===== config.mk =====
export PLATFORM = sky130hd
export DESIGN_NAME = ifu_npc
export DESIGN_NICKNAME = d
export VERILOG_FILES = /design/src/rtl/ifu_npc.sv
export SDC_FILE = /design/constraint.sdc
export NUM_CORES = 1
export LEC_CHECK = 0
export ABC_AREA = 1
export CAP_MARGIN = 20
export CORE_MARGIN = 1.5
export CORE_UTILIZATION = 30
export CTS_BUF_LIST = sky130_fd_sc_hd__clkbuf_16
export DETAILED_ROUTE_END_ITERATION = 8
export HOLD_SLACK_MARGIN = 0.15
export PLACE_DENSITY = 0.6
export SLEW_MARGIN = 30
export SYNTH_ARGS = -nofsm -noshare
export SYNTH_HDL_FRONTEND = slang
export SYNTH_SLANG_ARGS = --single-unit

===== constraint.sdc =====
create_clock -name clk -period 3.9 [get_ports clk]
set_input_delay 0.39 -clock clk [delete_from_list [all_inputs] [get_ports clk]]
set_output_delay 0.39 -clock clk [all_outputs]
set_load 0.01 [all_outputs]

===== src/rtl/ifu_npc.sv =====
// ifu_npc: instruction fetch unit for the single-cycle MIPS datapath.
// Holds the PC, fetches over a req/ack handshake, holds the instruction
// until the core reports completion, then selects the next PC.
// Optional macro IFU_JR_EN adds rs_data and makes npcctr = 11 a jr.
//
// Handshakes: imem_req is a registered request that stays high in FETCH
// until an edge with imem_ack = 1 (imem_rdata is captured on that edge).
// instr_valid stays high in HOLD until an edge with instr_done = 1
// (npcctr is sampled on that edge). Acks outside FETCH and dones outside
// HOLD are ignored.
module ifu_npc #(
    parameter logic [31:0] RESET_PC = 32'h0000_3000,
    parameter int          CNT_W    = 32
) (
    input  logic             clk,
    input  logic             reset,
    output logic             imem_req,
    output logic [31:0]      imem_addr,
    input  logic             imem_ack,
    input  logic [31:0]      imem_rdata,
    output logic [31:0]      instr,
    output logic             instr_valid,
    input  logic             instr_done,
    input  logic [1:0]       npcctr,
`ifdef IFU_JR_EN
    input  logic [31:0]      rs_data,
`endif
    output logic [31:0]      pc,
    output logic [31:0]      pc_plus4,
    output logic [CNT_W-1:0] retired,
    output logic             npc_err
);

    typedef enum logic [1:0] {
        RST_WAIT = 2'd0,
        FETCH    = 2'd1,
        HOLD     = 2'd2
    } state_t;

    state_t             state_q, state_d;
    logic [31:0]        pc_q, pc_d;
    logic [31:0]        instr_q, instr_d;
    logic               instr_valid_q, instr_valid_d;
    logic               imem_req_q, imem_req_d;
    logic [CNT_W-1:0]   retired_q, retired_d;
    logic               npc_err_q, npc_err_d;
    logic [31:0]        npc;
    logic               npc_bad;

    assign pc_plus4 = pc_q + 32'd4;

    // Next-PC mux from the held instruction and the control unit's select.
    always_comb begin
        npc     = pc_plus4;
        npc_bad = 1'b0;
        case (npcctr)
            2'b01:   npc = pc_plus4 + {{14{instr_q[15]}}, instr_q[15:0], 2'b00};
            2'b10:   npc = {pc_plus4[31:28], instr_q[25:0], 2'b00};
            2'b11: begin
`ifdef IFU_JR_EN
                npc = rs_data & 32'hFFFF_FFFC;
`else
                npc     = pc_plus4;
                npc_bad = 1'b1;
`endif
            end
            default: npc = pc_plus4;
        endcase
    end

    // Fetch/hold sequencing and next values of all architectural state.
    always_comb begin
        state_d       = state_q;
        pc_d          = pc_q;
        instr_d       = instr_q;
        instr_valid_d = instr_valid_q;
        imem_req_d    = imem_req_q;
        retired_d     = retired_q;
        npc_err_d     = npc_err_q;
        case (state_q)
            RST_WAIT: begin
                // A stale ack from a fetch cut short by reset lands here and is dropped.
                imem_req_d = 1'b1;
                state_d    = FETCH;
            end
            FETCH: begin
                if (imem_ack) begin
                    instr_d       = imem_rdata;
                    instr_valid_d = 1'b1;
                    imem_req_d    = 1'b0;
                    state_d       = HOLD;
                end
            end
            HOLD: begin
                if (instr_done) begin
                    pc_d          = npc;
                    retired_d     = retired_q + CNT_W'(1);
                    npc_err_d     = npc_err_q | npc_bad;
                    instr_valid_d = 1'b0;
                    imem_req_d    = 1'b1;
                    state_d       = FETCH;
                end
            end
            default: begin
                imem_req_d = 1'b0;
                state_d    = RST_WAIT;
            end
        endcase
    end

    // State registers with asynchronous reset.
    always_ff @(posedge clk or posedge reset) begin
        if (reset) begin
            state_q       <= RST_WAIT;
            pc_q          <= RESET_PC;
            instr_q       <= 32'd0;
            instr_valid_q <= 1'b0;
            imem_req_q    <= 1'b0;
            retired_q     <= '0;
            npc_err_q     <= 1'b0;
        end else begin
            state_q       <= state_d;
            pc_q          <= pc_d;
            instr_q       <= instr_d;
            instr_valid_q <= instr_valid_d;
            imem_req_q    <= imem_req_d;
            retired_q     <= retired_d;
            npc_err_q     <= npc_err_d;
        end
    end

    assign imem_req    = imem_req_q;
    assign imem_addr   = pc_q;
    assign instr       = instr_q;
    assign instr_valid = instr_valid_q;
    assign pc          = pc_q;
    assign retired     = retired_q;
    assign npc_err     = npc_err_q;

endmodule


==> impl_metrics.ini <==
[global_route]
grt_pass1_vias = 7822
antenna_found_initial = 0
grt_overflow_total = 0
grt_pass1_wl_um = 45100
grt_max_degree = 53
grt_util_all_layers = 0.222

[clock_network]
clk_path_buf_depth = 2
htree_levels = 3
clkLatencyLatePin_ns = 0.37
cts_tree = yes
numCtsBuffers = 9
path_clk_slew_ns = 0.08
cts_root_buf = clkbuf_16
postCtsHoldBufs = 0
clock-sinks = 98

[worst_setup_path]
cp-start-kind = flop
cp_common_cell = nand2_1
required_ns = 4.16
arrival_ns = 3.82
reg2reg_from = imem_addr[3]
cp_slowest_cell = dfrtp_2
cpPeakStageDelay_ns = 0.49
worst-path-buf-inv = 1
reg2reg_depth = 19
crit_family = simple AND/OR/NAND/NOR gates
endpoint_kind = flop
rrSetupSlack_ns = 0.34
r2r-end = imem_addr[25]
path_max_fanout = 8
worst-setup-path-type = reg -> reg
path_cells = ha_1 > nand3_1 > nor3_2 > nand2_1 > nor2_1 > xor2_1 > inv_1 > ha_1 > nand2_1 > nor2_1 > nand2_1 > nor2_1 > nand2_1 > nand3_1 > nand2_1 > nand3_1 > nand2_1 > nand2_1 > nand2_1

[floorplan]
pin_count = 201
core_um2 = 25400
dieArea_um2 = 27100
die_width_um = 165
start_util = 0.309
core.rowCount = 58
fp.dieH_um = 165

[sta]
holdWs_ns = 0.473
fin_skew_ns = 0.0146
finalSetupViolations = 0
final_critical_path_setup_slack_ns = 0.336
rsz0062_at_grt = false
drv_slew = 0
tightest_slew_ns = 0.895
max_slew_margin = 0.402
finalHoldViolCount = 0
final.period_utilization = 0.914
period_needed_ns = 3.56
setup_tns_ns = 0
clock.fmax_mhz = 281

[detailed_routing]
first_pass_iters = 5
ant_nets = 0
routed_wl_um = 29700
viasPerCell = 4.93
drc_errors = 0
vias = 8103
drt_iter0_drc = 594
routedWlPerCell_um = 18.1

[yosys]
synth_top_flop_cell = dfrtp_1
synthSimpleGateAreaFrac = 0.309
synthCells = 1135
netlist_area_um2 = 7840
ys_seq_area_frac = 0.313
synth_compound_area_frac = 0.0904
syn_avg_cell_area_um2 = 6.91
synthMuxAreaShare = 0.0431
ys_warn_count = 0
ys_ff_latch = 98
yosysUniqueCellTypes = 45
synthXorXnorAreaFrac = 0.0581
synth-async-reset-ratio = 1.00
synthAdderAreaFrac = 0.0680
synth_top_family_by_area = simple AND/OR/NAND/NOR gates
synth_edf_count = 0

[min_path]
worstHoldEndpoint = npc_err
hold_path_depth = 1
min_from = npc_err
min_path_type = reg -> reg

[place]
dp_slack_ns = 0.224
portBuffers = 194
gp_congestion = 0.973
dp_hpwl_um = 23500

[finish]
utilization = 0.407
area_growth_pct = 31.9
insertedDiodeCount = 0
drive_gt1_frac = 0.0770
final_cell_mix = 352 x nand2_1, 194 x clkdlybuf4s50_1, 142 x inv_1
final_common_cell = nand2_1
nets = 1387

[power_and_ir_drop]
internal_power_mw = 4.45
power.share.switching = 0.507
power.total_mw = 9.02
clockPowerShare = 0.112
seq_power_share = 0.214
p_leak_nw = 5.03
combPwrFrac = 0.673
switchingPower_mw = 4.57
ir_drop_mv = 0.363
powerDensity_nw_per_um2 = 873

[flow_run]
drv_cap = 0

[status]
outcome = complete, no violations
==> worst register-to-register path: cells and delay by family (launching register included) <==
family,cells,cell delay [ns]
xor+xnor,1,0.20
simple gates,15,2.04
fa+ha+maj,2,0.59
buf+inv,1,0.11
flops,1,0.49
==> cells in the mapped netlist (4+ instances only) <==
library cell  instances  area [um^2]
a21oi_1              70          350
buf_4                36          270
clkbuf_1             15         56.3
dfrtp_1              96         2400
ha_1                 41          513
inv_1               143          537
inv_2                 8         30.0
mux2_2               30          338
nand2_1             352         1320
nand2_2               4         25.0
nand3_1              59          295
nand4_1              12         75.1
nor2_1              105          394
nor2_2                4         25.0
nor3_1               14         70.1
o211ai_1              6         45.0
o21ai_0              28          140
o21ai_1               9         45.0
o21bai_1              6         45.0
xnor2_1              16          140
xor2_1               36          315
==> layer usage <==
metal | share of wire | up-vias | track usage | routed length (um)
met4 | 0.016 | 0 | 0.0504 | 477
met2 | 0.45 | 327 | 0.361 | 13500
met5 | 0 | - | 0 | 0
met1 | 0.44 | 3838 | 0.295 | 13200
li1 | - | 3905 | - | -
met3 | 0.085 | 33 | 0.0560 | 2540
==> registers in the layout (all words and copies together) (netlist names) <==
name and flops:
imem_addr 30, imem_req 1, instr 32, instr_valid 1, npc_err 1, retired 32, state_q 1
==> kinds of logic (layout without fill, tap and decap cells) <==
group,after synthesis,count (layout)
compound gates,130,130
other cells,1,6
simple gates,574,574
fa+ha+maj,42,42
mux,30,30
xor+xnor,52,52
buf+inv,208,380
flops,98,98
==> through the flow <==
stage / cell area [um^2] / cells
after global routing: 10300 / 1642
after floorplan: 7860 / 1140
after detailed placement: 10000 / 1626
final: 10300 / 1642
after CTS: 10300 / 1642
after global placement: 10000 / 1626
==> how the worst max path moves through the flow <==
stage | start | cells after the start | end | slack (ns)
after floorplan | reset | 1 | imem_addr[10] | 0.95
after global placement | imem_addr[2] | 19 | imem_addr[25] | 0.15
after detailed placement | imem_addr[2] | 19 | imem_addr[25] | 0.22
after CTS | imem_addr[2] | 19 | imem_addr[25] | 0.21
after global routing | imem_addr[3] | 16 | imem_addr[29] | 0.03
final | imem_addr[3] | 19 | imem_addr[25] | 0.34
==> area by class of cell <==
cell class,count,area (um^2)
multi-input combinational,834,4490
sequential,98,2460
inverter,151,569
clock buffer,9,225
timing repair buffer,213,2080
tap,330,413
clock inverter,7,98.8
fill,2705,15100
==> power by group through the flow <==
stage	registers [mW]	logic (mW)	clock network (mW)
after detailed placement	1.95	6.00	0
after floorplan	1.95	3.40	0
after global routing	1.99	6.69	1.07
after global placement	1.95	6.01	0
after CTS	1.93	6.03	1.04
final	1.93	6.07	1.01
==> timing repair <==
| action | in CTS | in global routing |
|---|---|---|
| gates resized for setup | 0 | 2 |
| setup endpoints to repair | 0 | 2 |
| setup buffers | 0 | 0 |
(Power assumes the default switching activity.)
